## src/rtl/twowire_dtm_apb_bridge.sv

```systemverilog
// twowire_dtm_apb_bridge
// Takes word requests from the DTM core over a valid/ready handshake and runs
// APB3 transfers on one of N_PORTS downstream ports. The top W_SEL address
// bits choose the port. The bridge adds address auto-increment, a bus timeout
// and a sticky error flag. While that flag is set, bus traffic is blocked.
//
// Ports
//   dck, drst            clock and synchronous active-high reset
//   addr_load, addr_in   load the address register while idle
//   req_*                request channel from the DTM core
//   rsp_*                response channel back to the DTM core
//   sticky_err, clr_err  sticky error flag and its clear
//   cur_addr             current address register
//   dst_p*               shared APB master outputs, with one psel bit per port
//   dst_pready/pslverr/prdata   per-port APB slave inputs
module twowire_dtm_apb_bridge #(
    parameter int ASIZE   = 0,
    parameter int N_PORTS = 2,
    parameter int TIMEOUT = 255,
    parameter int AUTOINC = 1,
    localparam int AW     = 8 * (1 + ASIZE)
) (
    input  logic                  dck,
    input  logic                  drst,
    input  logic                  addr_load,
    input  logic [AW-1:0]         addr_in,
    input  logic                  req_vld,
    output logic                  req_rdy,
    input  logic                  req_write,
    input  logic [31:0]           req_wdata,
    output logic                  rsp_vld,
    input  logic                  rsp_rdy,
    output logic [31:0]           rsp_rdata,
    output logic                  rsp_err,
    output logic                  rsp_timeout,
    output logic                  sticky_err,
    input  logic                  clr_err,
    output logic [AW-1:0]         cur_addr,
    output logic [AW-1:0]         dst_paddr,
    output logic [N_PORTS-1:0]    dst_psel,
    output logic                  dst_penable,
    output logic                  dst_pwrite,
    output logic [31:0]           dst_pwdata,
    input  logic [N_PORTS-1:0]    dst_pready,
    input  logic [N_PORTS-1:0]    dst_pslverr,
    input  logic [32*N_PORTS-1:0] dst_prdata
);

    localparam int W_SEL = (N_PORTS > 1) ? $clog2(N_PORTS) : 1;
    localparam int CNT_W = (TIMEOUT > 1) ? $clog2(TIMEOUT + 1) : 1;
    localparam logic [CNT_W-1:0] TIMEOUT_C = CNT_W'(TIMEOUT);

    typedef enum logic [1:0] {IDLE, SETUP, ACCESS, RESP} state_t;

    state_t               state_q, state_d;
    logic [CNT_W-1:0]     cnt_q, cnt_d;
    logic [W_SEL-1:0]     port_q, port_d;
    logic                 req_rdy_q, req_rdy_d;
    logic                 rsp_vld_q, rsp_vld_d;
    logic [31:0]          rsp_rdata_q, rsp_rdata_d;
    logic                 rsp_err_q, rsp_err_d;
    logic                 rsp_timeout_q, rsp_timeout_d;
    logic                 sticky_q, sticky_d;
    logic [AW-1:0]        cur_addr_q, cur_addr_d;
    logic [AW-1:0]        paddr_q, paddr_d;
    logic [N_PORTS-1:0]   psel_q, psel_d;
    logic                 penable_q, penable_d;
    logic                 pwrite_q, pwrite_d;
    logic [31:0]          pwdata_q, pwdata_d;

    logic                 accept;
    logic [AW-1:0]        req_addr;
    logic [W_SEL-1:0]     req_port;
    logic                 port_ok;
    logic                 sel_ready;
    logic                 sel_slverr;
    logic [31:0]          sel_rdata;
    logic                 rsp_enter;

    // Next-state logic. Every path that enters RESP raises rsp_enter. That
    // single point drives the address increment and the sticky-error set.
    always_comb begin
        state_d       = state_q;
        cnt_d         = cnt_q;
        port_d        = port_q;
        rsp_vld_d     = rsp_vld_q;
        rsp_rdata_d   = rsp_rdata_q;
        rsp_err_d     = rsp_err_q;
        rsp_timeout_d = rsp_timeout_q;
        sticky_d      = sticky_q;
        cur_addr_d    = cur_addr_q;
        paddr_d       = paddr_q;
        psel_d        = psel_q;
        penable_d     = penable_q;
        pwrite_d      = pwrite_q;
        pwdata_d      = pwdata_q;
        rsp_enter     = 1'b0;

        // A load in the same cycle as an accepted request redirects that request.
        accept     = req_vld && req_rdy_q;
        req_addr   = addr_load ? addr_in : cur_addr_q;
        req_port   = req_addr[AW-1 -: W_SEL];
        port_ok    = (int'(req_port) < N_PORTS);
        sel_ready  = dst_pready[port_q];
        sel_slverr = dst_pslverr[port_q];
        sel_rdata  = dst_prdata[int'(port_q) * 32 +: 32];

        case (state_q)
            IDLE: begin
                if (addr_load) begin
                    cur_addr_d = addr_in;
                end
                if (accept) begin
                    cnt_d      = '0;
                    port_d     = req_port;
                    cur_addr_d = req_addr;
                    if (sticky_q || !port_ok) begin
                        // Blocked or unmapped: answer at once, never touch the bus.
                        state_d       = RESP;
                        rsp_enter     = 1'b1;
                        rsp_err_d     = 1'b1;
                        rsp_timeout_d = 1'b0;
                        rsp_rdata_d   = '0;
                    end else begin
                        state_d  = SETUP;
                        psel_d   = N_PORTS'(1) << req_port;
                        paddr_d  = req_addr;
                        pwrite_d = req_write;
                        pwdata_d = req_wdata;
                    end
                end
            end
            SETUP: begin
                penable_d = 1'b1;
                state_d   = ACCESS;
            end
            ACCESS: begin
                if (sel_ready) begin
                    psel_d        = '0;
                    penable_d     = 1'b0;
                    rsp_err_d     = sel_slverr;
                    rsp_timeout_d = 1'b0;
                    rsp_rdata_d   = (!pwrite_q && !sel_slverr) ? sel_rdata : 32'h0;
                    rsp_enter     = 1'b1;
                    state_d       = RESP;
                end else if (TIMEOUT != 0 && cnt_q == TIMEOUT_C) begin
                    psel_d        = '0;
                    penable_d     = 1'b0;
                    rsp_err_d     = 1'b1;
                    rsp_timeout_d = 1'b1;
                    rsp_rdata_d   = '0;
                    rsp_enter     = 1'b1;
                    state_d       = RESP;
                end else begin
                    cnt_d = cnt_q + CNT_W'(1);
                end
            end
            RESP: begin
                cnt_d = '0;
                if (rsp_rdy) begin
                    rsp_vld_d     = 1'b0;
                    rsp_err_d     = 1'b0;
                    rsp_timeout_d = 1'b0;
                    rsp_rdata_d   = '0;
                    state_d       = IDLE;
                end
            end
            default: state_d = IDLE;
        endcase

        if (rsp_enter) begin
            rsp_vld_d = 1'b1;
            if (AUTOINC != 0) begin
                cur_addr_d = cur_addr_d + AW'(4);
            end
        end

        // When a clear and a set land in the same cycle, the set wins.
        if (clr_err) begin
            sticky_d = 1'b0;
        end
        if (rsp_enter && rsp_err_d) begin
            sticky_d = 1'b1;
        end

        req_rdy_d = (state_d == IDLE);
    end

    // Every output comes from a flop here. Reset clears them all, even mid-transfer.
    always_ff @(posedge dck) begin
        if (drst) begin
            state_q       <= IDLE;
            cnt_q         <= '0;
            port_q        <= '0;
            req_rdy_q     <= 1'b0;
            rsp_vld_q     <= 1'b0;
            rsp_rdata_q   <= '0;
            rsp_err_q     <= 1'b0;
            rsp_timeout_q <= 1'b0;
            sticky_q      <= 1'b0;
            cur_addr_q    <= '0;
            paddr_q       <= '0;
            psel_q        <= '0;
            penable_q     <= 1'b0;
            pwrite_q      <= 1'b0;
            pwdata_q      <= '0;
        end else begin
            state_q       <= state_d;
            cnt_q         <= cnt_d;
            port_q        <= port_d;
            req_rdy_q     <= req_rdy_d;
            rsp_vld_q     <= rsp_vld_d;
            rsp_rdata_q   <= rsp_rdata_d;
            rsp_err_q     <= rsp_err_d;
            rsp_timeout_q <= rsp_timeout_d;
            sticky_q      <= sticky_d;
            cur_addr_q    <= cur_addr_d;
            paddr_q       <= paddr_d;
            psel_q        <= psel_d;
            penable_q     <= penable_d;
            pwrite_q      <= pwrite_d;
            pwdata_q      <= pwdata_d;
        end
    end

    assign req_rdy     = req_rdy_q;
    assign rsp_vld     = rsp_vld_q;
    assign rsp_rdata   = rsp_rdata_q;
    assign rsp_err     = rsp_err_q;
    assign rsp_timeout = rsp_timeout_q;
    assign sticky_err  = sticky_q;
    assign cur_addr    = cur_addr_q;
    assign dst_paddr   = paddr_q;
    assign dst_psel    = psel_q;
    assign dst_penable = penable_q;
    assign dst_pwrite  = pwrite_q;
    assign dst_pwdata  = pwdata_q;

endmodule

```

## config.mk

```make
export PLATFORM = sky130hd
export DESIGN_NAME = twowire_dtm_apb_bridge
export DESIGN_NICKNAME = d
export VERILOG_FILES = /design/src/rtl/twowire_dtm_apb_bridge.sv
export SDC_FILE = /design/constraint.sdc
export NUM_CORES = 1
export LEC_CHECK = 0
export ABC_AREA = 1
export BUFFER_PORTS_ARGS = -buffer_cell sky130_fd_sc_hd__buf_4
export CAP_MARGIN = 20
export CORE_MARGIN = 1
export CORE_UTILIZATION = 40
export CTS_BUF_LIST = sky130_fd_sc_hd__clkbuf_8
export DETAILED_ROUTE_END_ITERATION = 10
export MAX_ROUTING_LAYER = met4
export PLACE_DENSITY_LB_ADDON = 0.05
export SLEW_MARGIN = 30
export SYNTH_ARGS = -nofsm -noshare
export SYNTH_HDL_FRONTEND = slang
export SYNTH_SLANG_ARGS = --single-unit
```

## constraint.sdc

```tcl
create_clock -name dck -period 3 [get_ports dck]
set_clock_uncertainty 0.2 [all_clocks]
set_input_delay 0.45 -clock dck [delete_from_list [all_inputs] [get_ports dck]]
set_output_delay 0.45 -clock dck [all_outputs]
set_load 0.01 [all_outputs]
```

After elaboration in Yosys (flattened, before gate mapping)
Cells that the tools add are included.
{ "word_totals": {"register_bits": 100, "in_bits": 115, "out_inout_bits": 89, "elab_cells": 105} }
{ "op_classes": {"addsub": 2, "magnitude_cmp": 1, "eq_ne": 11, "shifts": 2, "muxes": 53, "bitwise": 1, "n_reduce_logical": 20} }
{ "ops": {"columns": ["cell", "count"], "rows": [
  ["$mux 32", 6],
  ["$pmux 32 s3", 1],
  ["$shiftx 64x7->32", 1],
  ["$mux 8", 6],
  ["$mux 1", 24],
  ["$pmux 8 s3", 1],
  ["$mux 2", 9],
  ["$ne 2x2->1 const B", 6],
  ["$reduce_bool 2->1", 5],
  ["$add 8x1->8 const B", 1],
  ["$add 8x3->8 const B", 1],
  ["$eq 8x8->1 const B", 1],
  ["$pmux 2 s4", 1],
  ["$reduce_and 4->1", 2],
  ["$pmux 1 s3", 2],
  ["$reduce_and 2->1", 3],
  ["$reduce_and 5->1", 1],
  ["$eq 2x2->1 const B", 2],
  ["$logic_not 2->1", 2],
  ["$pmux 1 s2", 2],
  ["$pmux 2 s2", 1],
  ["$logic_and 1x1->1", 3],
  ["$ne 3x3->1 const B", 1],
  ["$reduce_and 3->1", 1],
  ["6 further kinds", 7]
]} }

Logic depth before layout (Yosys ltp)
Gate-level depths: netlist of the first run.
{ "depth": {"depth_word": 7, "depth_mapped": 13, "mapped_depth_nobuf": 11} }

Worst setup path after synthesis of the first run
No wires, ideal clock.
{ "synth_path": {"kind": "register to register", "start": "register state_q[0]", "end": "register cur_addr_q[6], in the netlist cur_addr[6]", "setup_ns": 0.113, "arrival_ns": 1.680, "required_time_ns": 2.687, "path_slack_ns": 1.007, "stages_incl_launch_ff": 14, "n_path_buf": 2, "period_less_slack_ns": 1.993, "path_cell_list": "dfxtp_1 > inv_1 > ha_1 > buf_6 > inv_2 > buf_2 > nand2_1 > o21ai_0 > inv_1 > ha_1 > nand4_1 > nand2_1 > nand2_1 > nor2_1"} }
{ "synth_between": {"elab_chain_cells": 4, "word_cells_on_any_way": 6, "classes_between": "1 x add/sub; 1 x eq/ne; 3 x mux; 1 x reduce/logical"} }
{ "synth_rtl": {"columns": ["element", "line_no", "source"], "rows": [
  ["start: declaration", "55", "state_t state_q, state_d;"],
  ["start signal: assignment", "208", "state_q <= state_d;"],
  ["$logic_not 2->1", "108", "case (state_q)"],
  ["$mux 8", "108", null],
  ["$add 8x3->8", "174", "cur_addr_d = cur_addr_d + AW'(4);"],
  ["$mux 8 (*)", "171", "if (rsp_enter) begin"],
  ["end signal: assignment", "217", "cur_addr_q <= cur_addr_d;"],
  ["end: declaration", "64", "logic [AW-1:0] cur_addr_q, cur_addr_d;"]
]} }
Every way passes the cells marked *; elsewhere a longest branch is shown, timed or not.
A chain may end at the register's enable or synchronous reset.

Worst setup path after layout of the first run
{ "layout_path": {"start": "register state_q[1]", "end": "register pwdata_q[4], in the netlist dst_pwdata[4]"} }
{ "layout_between": {"elab_chain_cells": 2} }
{ "layout_rtl": {"columns": ["element", "line_no", "source"], "rows": [
  ["$logic_not 2->1", "108", null],
  ["$reduce_and 3->1 (no source line)", null, null],
  ["end signal: assignment", "222", "pwdata_q <= pwdata_d;"],
  ["end: declaration", "69", "logic [31:0] pwdata_q, pwdata_d;"]
]} }
No other way between the ends.

==> results of run 1 <==
==> flip-flops by register name, indices dropped and copies added (netlist names) <==
signal	count
dst_pwdata	32
rsp_rdata	32
cnt_q	8
cur_addr	8
dst_paddr	8
dst_psel	2
state_q	2
dst_penable	1
dst_pwrite	1
port_q	1
req_rdy	1
rsp_err	1
rsp_timeout	1
rsp_vld	1
sticky_err	1
==> power by group through the flow <==
stage / registers (mW) / logic, mW / clock network, mW
floorplan: 2.11 / 1.11 / 0
global placement: 1.95 / 2.14 / 0
detailed placement: 1.96 / 2.17 / 0
CTS: 1.94 / 2.17 / 0.982
global route: 1.99 / 2.39 / 1.02
finish: 1.94 / 2.16 / 0.945
==> worst paths after layout <==
path / to / slack [ns] / depth (start not counted)
worst min register to register: rsp_rdata[15] / 0.25 / 2
worst max register to register: dst_pwdata[4] / 0.40 / 9
worst min-delay path: dst_pwdata[24] / 0.1 / 3
worst max-delay path: dst_pwdata[4] / 0.40 / 9
==> cells in the mapped netlist, types with 3 or more instances <==
master,number,area share (%)
sky130_fd_sc_hd__a211oi_1,3,0.47
sky130_fd_sc_hd__nor2_1,87,6.9
sky130_fd_sc_hd__nand3_1,15,1.6
sky130_fd_sc_hd__nand2_1,123,9.7
sky130_fd_sc_hd__dfxtp_1,100,42
sky130_fd_sc_hd__ha_1,7,1.8
sky130_fd_sc_hd__inv_1,68,5.4
sky130_fd_sc_hd__clkbuf_1,20,1.6
sky130_fd_sc_hd__nand4_1,7,0.92
sky130_fd_sc_hd__a21oi_2,30,5.5
sky130_fd_sc_hd__inv_2,4,0.32
sky130_fd_sc_hd__buf_2,7,0.74
sky130_fd_sc_hd__nand3_2,3,0.63
sky130_fd_sc_hd__o21ai_0,59,6.2
sky130_fd_sc_hd__o21ai_1,31,3.3
sky130_fd_sc_hd__buf_6,9,2.1
sky130_fd_sc_hd__a21oi_1,57,6.0
==> cell usage in the layout, fill, tap and decap left out, types with 5 or more instances in the layout <==
master / count
sky130_fd_sc_hd__o21ai_1: 31
sky130_fd_sc_hd__nor2_1: 87
sky130_fd_sc_hd__nand3_1: 15
sky130_fd_sc_hd__nand4_1: 7
sky130_fd_sc_hd__o21ai_0: 59
sky130_fd_sc_hd__a21oi_2: 30
sky130_fd_sc_hd__ha_1: 7
sky130_fd_sc_hd__nand2_1: 123
sky130_fd_sc_hd__inv_1: 67
sky130_fd_sc_hd__a21oi_1: 57
sky130_fd_sc_hd__clkbuf_8: 9
sky130_fd_sc_hd__dfxtp_1: 100
sky130_fd_sc_hd__inv_2: 5
sky130_fd_sc_hd__buf_4: 207
==> worst min-delay path, cell delays in order <==
cell                     delay [ns]
sky130_fd_sc_hd__buf_4         0.08
sky130_fd_sc_hd__nor2_1        0.03
sky130_fd_sc_hd__nor2_1        0.08
==> layout make-up <==
| type | count | area (µm²) | area share, % |
|---|---|---|---|
| clock buffer | 9 | 124 | 1.92 |
| tap | 143 | 179 | 2.77 |
| multi-input combinational | 446 | 2240 | 34.6 |
| clock inverter | 7 | 91.3 | 1.41 |
| inverter | 73 | 277 | 4.28 |
| timing repair buffer | 207 | 1550 | 24.0 |
| sequential | 100 | 2000 | 31.0 |
==> metal layers <==
metal | vias to the layer above | part of all wire (%)
li1 | 2472 | -
met1 | 2138 | 44
met2 | 164 | 47
met3 | 26 | 6.8
met4 | 0 | 2.5
met5 | - | 0
==> metrics by stage <==
stage | util (%) | hold slack (ns) | area [µm²] | std cells
after floorplan | - | 0.241 | 4750 | 659
after global placement | 54.3 | 0.233 | 6250 | 969
after detailed placement | 54.3 | 0.238 | 6250 | 969
after CTS | 56.1 | 0.0754 | 6460 | 985
after global routing | 56.1 | 0.0840 | 6460 | 985
final | 56.1 | 0.0981 | 6460 | 985
==> cell families (layout without fill, tap and decap cells) <==
| kind of cell | Yosys count | after routing | synth area share [%] |
|---|---|---|---|
| buf+inv | 113 | 296 | 10.8 |
| compound gates | 187 | 187 | 22.6 |
| simple gates | 251 | 251 | 22.4 |
| xor+xnor | 1 | 1 | 0.184 |
| flops | 100 | 100 | 42.1 |
| fa+ha+maj | 7 | 7 | 1.84 |
==> summary by stage, run 1 <==
Floorplanning
The die extent in y is 111 µm. The die width is around 110 µm. The floorplan step defined a die boundary enclosing between 10000 and 15000 µm².

The placeable core region is 11500 µm². The count of boundary I/O pins is 204. The number of rows created at floorplan is 39. The initial cell density of the core is 41.3%.

Clocking
The clock tree buffer depth is 2. The clock insertion delay at the later pin of the skew report is 0.36 ns. The master cell of the clock root buffer is sky130_fd_sc_hd__clkbuf_8. The post-cts sizing count is 0. The number of setup buffers added after CTS is 0.

The clock tree from TritonCTS is yes. In this run, CTS created clock tree buffers numbering 9. The count of H-tree levels built during CTS is 3. The number of sinks on the clock net is 100.

The clock-pin slew on the worst setup and hold paths is 0.10 ns. The number of hold-repair buffers added at the cts stage is 0.

Pwr
The net switching fraction of the power is 38.5%. The proportion of power drawn by combinational gates is a little over two fifths. The part of the power in registers is 38.4%. The total power per unit cell area is 780 nW/µm². Cell internal power was estimated by the tool at 3.10 mW. The share of total power dissipated in the clock network is 18.8%. VDD sags by at most about 0.00041 V. The post-layout total power is 5.04 mW. Summed over all cells, the static leakage comes to 2.99 nW. The switching component of the power is roughly 1.9 mW.

Yosys
A synthesized cell averages 7.21 µm². The sequential-to-total area share from yosys stat is 42.1%. The register bit total from synthesis is 100. After synthesis, the netlist uses 38 different library cells. The fraction of registers with async set/reset is 0%.

The most used flip-flop cell after synthesis is sky130_fd_sc_hd__dfxtp_1. The number of warnings printed during yosys synthesis is 0. The synthesized netlist occupies a cell area of approximately 4800 µm².

Counting every instance in the synthesized netlist gives 659. The number of nets handed over by synthesis was 781. The number of synthesized flops with an enable pin is 0.

Route
After the first detailed-routing iteration, the DRC count stood at 359. The first TritonRoute pass finished after 8 iterations. The number of antenna-violating nets in the routed design is 0. The total number of vias is 4800. After detailed routing, the average wire length per cell comes to ~14 µm. The number of DRC violations after detailed routing is 28.

The number of vias per cell is between 4 and 5. The total wirelength of the detailed-routed design is between 10 and 15 mm.

Global route
The met1 global-route usage is ~27%. The highest-utilization routing layer at the global route stage is met2. The sum of overflow across all layers after global routing is 0. The total global routing track utilization is 22.3%. The via count of the first global-routing pass was 4514. The first global-routing pass estimated 21.6 mm of wire.

The number of antenna violations at the first check in global routing came to 0. The met3 usage in global routing is 5.03%. For met2 alone, demand over resource in global routing was 35.4%. The maximum number of pins on one net before global-route repair is 67.

Placed design
The number of port buffers is 203. At the placement stage, the worst setup path has a slack of 0.381 ns. The global placer's final weighted congestion is 0.844. Detailed placement ended at an HPWL of 9.39 mm.

Worst setup path
The most critical setup path has its startpoint at state_q[1]. The family with the most delay on the worst path is buffers and inverters. The critical path goes through inv_1 -> ha_1 -> inv_2 -> nor2_1 -> inv_2 -> nor2_4 -> inv_2 -> nor2_1 -> nor2_1. The worst setup path is captured at a register. The critical path is of the register to register type. The slowest stage of the critical path is the sky130_fd_sc_hd__ha_1 cell. The largest stage delay on the critical path is roughly 0.37 ns.

The count of buffer and inverter cells on the critical path is 4. Data arrives at the worst endpoint at 2.67 ns. The maximum fanout along the worst path is 38.

The startpoint identified for the worst register-to-register timing path is state_q[1]. STA puts the critical path data required time at 3.07 ns. The critical path launch point type is a register.

Timing
The post-layout minimum cycle time is 2.60 ns. The tightest slew margin relative to the limit is 57.0%. The maximum achievable frequency is 384 MHz. The count of final max-slew check failures is 0. Setup slack closes at 0.398 ns. Setup repair after global routing left no endpoint under its margin.

The final critical path takes up 86.7% of the cycle. The final sum of negative setup slack is 0 ns. The number of hold violations in the final report came to 0. For the pin with the worst max-slew slack, the measured transition is between 0.6 and 0.7 ns. The total of endpoints with negative setup slack in the final report is 0.

Cells and area
The final layout contains 959 nets. The number of fill cells in the layout is 1128. The synthesis-to-layout area growth is 36.0%.

The post-route netlist has 32.5% of its cells at a drive strength greater than 1. The count of antenna diodes in the layout is 0.

Outcome
The flow ran to the end, but the final reports show violations. The final reports fail on design-rule violations.

Flow run
Across the run, the number of max-cap violations was 0.

Min path
The worst hold path begins at req_wdata[24]. The worst hold path belongs to the class input port to register.
Power figures use the tool's default switching activity.
==> run 2, diff against run 1 <==
RECOVER_POWER = 50   (was not set)
==> summary by stage, run 2 (same netlist as run 1, synthesis figures left out) <==
Outcome
The flow ran to the end, but the final reports show violations. The checks that failed: design-rule violations.

Floorplanning
The die area was 12300 µm² (unchanged). The die width came to 111 µm (unchanged). The count of boundary I/O pins is 204 (unchanged). The number of rows created at floorplan was 39 (unchanged). The initial cell density of the core is 41.3% (unchanged). The placeable core region was 11500 µm² (unchanged).

The die extent in y is 111 µm (unchanged).

Placed design
The placed instance count is 969 (unchanged). The global placer's final weighted congestion came to 0.844 (unchanged). The number of port buffers came to 203 (unchanged). The total half-perimeter wirelength after legalization and detailed placement is 9.39 mm (unchanged). The setup slack at placement was 0.381 ns (unchanged). The cell area after placement is 6250 µm² (unchanged).

Cells and area
The fraction of layout instances using a drive strength above 1 was 21.7% (-11 points). The most common cell after layout, fill and taps aside is sky130_fd_sc_hd__nand2_1. The synthesis-to-layout area growth is 28.8%.

The count of antenna diodes in the layout came to 0 (unchanged). The top cell types in the final layout, fill and taps aside, are sky130_fd_sc_hd__nand2_1, sky130_fd_sc_hd__buf_4, sky130_fd_sc_hd__dfxtp_1. The final standard cell area without fillers is 6120 µm² (-5.3%). The net count reported at finish came to 959 (unchanged). The number of standard cells in the layout, taps in and fillers out is 985 (unchanged).

Timing
The worst path setup slack after routing is 0.378 ns (-0.0205 ns). The final sum of negative setup slack is 0 ns (unchanged). The post-layout minimum cycle time is 2.62 ns (+0.0205 ns). The slew at the pin with the worst max-slew slack was 0.719 ns (+0.0747 ns).

The final critical-path share of the clock period came to 87.4% (+0.68 points). The total of endpoints with negative setup slack in the final report is 0 (unchanged). The maximum achievable frequency is 381 MHz (-0.78%).

The count of final max-slew check failures is 0 (unchanged). The tightest slew margin relative to the limit is 52.1% (-4.9 points). Setup repair after global routing left no endpoint under its margin. The number of hold violations in the final report is 0 (unchanged).

Clocking
The count of H-tree levels built during CTS is 3 (unchanged). The clock tree buffer depth is 2 (unchanged). The number of buffers created by CTS is 9 (unchanged).

The number of sinks on the clock net is 100 (unchanged). The number of setup buffers added after CTS is 0 (unchanged). The post-cts sizing count is 0 (unchanged).

The number of hold-repair buffers added at the cts stage was 0 (unchanged). The clock insertion delay at the later pin of the skew report is 0.36 ns (about the same). The clock tree from TritonCTS is yes. The clock-pin slew on the worst setup and hold paths came to 0.10 ns (about the same). In this run the clock root is driven by a sky130_fd_sc_hd__clkbuf_8.

Route
The number of vias per cell was 4.89 (+0.37%). The total wirelength of the detailed-routed design is 13.3 mm (-0.73%). The total number of vias was 4818 (+0.38%). The average routed wire per standard cell was 13.5 µm (-0.73%). The number of iterations in the first detailed-routing pass is 8 (unchanged).

The number of antenna-violating nets in the routed design is 0 (unchanged). The number of violations reported at the end of detailed-routing iteration 0 is 355 (-1.1%). The number of DRC violations after detailed routing is 28 (unchanged).

Worst setup path
The critical path goes through clkbuf_2 -> nand2_1 -> nand2_1 -> nand3_4 -> a21oi_1 -> o21ai_0 -> a21oi_1. The count of buffer and inverter cells on the critical path is 1 (-3). The cell type of the slowest stage on the worst timing path is sky130_fd_sc_hd__clkbuf_2. The startpoint of the worst register-to-register path is port_q. The largest stage delay on the critical path is 0.59 ns (+0.22 ns). STA classifies the critical path endpoint as a register. The kind of critical path is register to register. The required time of the critical path came to 3.10 ns (+0.03 ns). The family with the most delay on the worst path is simple AND/OR/NAND/NOR gates. The arrival time of data at the critical path endpoint is 2.72 ns (+0.05 ns).

The worst setup path is launched from a register. The maximum fanout along the worst path is 34 (-11%). The critical path startpoint is port_q.

Global route
The via count of the first global-routing pass is 4514 (unchanged). The total global routing track utilization was 22.3% (unchanged). The wire length of the first global-routing pass is 21.6 mm (unchanged). The sum of overflow across all layers after global routing is 0 (unchanged). The number of antenna violations at the first check in global routing came to 0 (unchanged).

The maximum number of pins on one net before global-route repair is 67 (unchanged).

Pwr
The cell leakage power is 2.62 nW (-12%). The total power per unit cell area is 773 nW/µm² (-0.83%). The post-layout total power is 4.73 mW (-6.1%). The worst IR drop on VDD is 0.000398 V (-2.3%).

Min path
The origin of the worst min-delay path is req_wdata[24]. The type of the worst min-delay path is input port to register.

Flow run
The total of max-cap violations is 0 (unchanged).
[run 2: cell types whose count changed in the layout (fill, tap and decap cells not counted), sizes merged]
| cell | change |
|---|---|
| clkbuf | +90 |
| buf | -90 |
[run 2: report_power, final]
group / switching (mW) / leakage, nW / total (mW) / internal [mW]
registers: 0.212 / 0.815 / 1.93 / 1.71
clock network: 0.474 / 0.109 / 0.941 / 0.467
logic: 1.24 / 1.70 / 1.86 / 0.626
[run 2: tightest hold or removal path, delay by kind of cell]
| kind | cells | cell delay (ns) |
|---|---|---|
| buffers and inverters | 1 | 0.08 |
| and+or+nand+nor | 2 | 0.11 |
[run 2: worst paths after layout]
| kind | slack [ns] | to | cells past startpoint |
|---|---|---|---|
| worst max-delay path | 0.38 | rsp_rdata[23] | 7 |
| worst min-delay path | 0.10 | dst_pwdata[24] | 3 |
| worst max register to register | 0.38 | rsp_rdata[23] | 7 |
| worst min register to register | 0.25 | rsp_rdata[15] | 2 |
[run 2: per-stage QoR]
step	hold WS (ns)	util [%]
after floorplan	0.241	-
after global placement	0.233	54.3
after detailed placement	0.238	54.3
after CTS	0.0754	56.1
after global routing	0.0840	53.1
final	0.100	53.1
[run 2: final cells by class]
type / count / area, µm²
clock inverter: 7 / 91.3
timing repair buffer: 207 / 1220
multi-input combinational: 446 / 2230
tap: 143 / 179
clock buffer: 9 / 124
sequential: 100 / 2000
fill: 1201 / 5400
inverter: 73 / 277
[run 2: layer usage]
| metal | up-vias | wire length [µm] | track usage [%] |
|---|---|---|---|
| li1 | 2473 | - | - |
| met1 | 2146 | 5820 | 27.1 |
| met2 | 177 | 6220 | 35.4 |
| met3 | 22 | 964 | 5.03 |
| met4 | 0 | 272 | 9.77 |
| met5 | - | 0 | - |
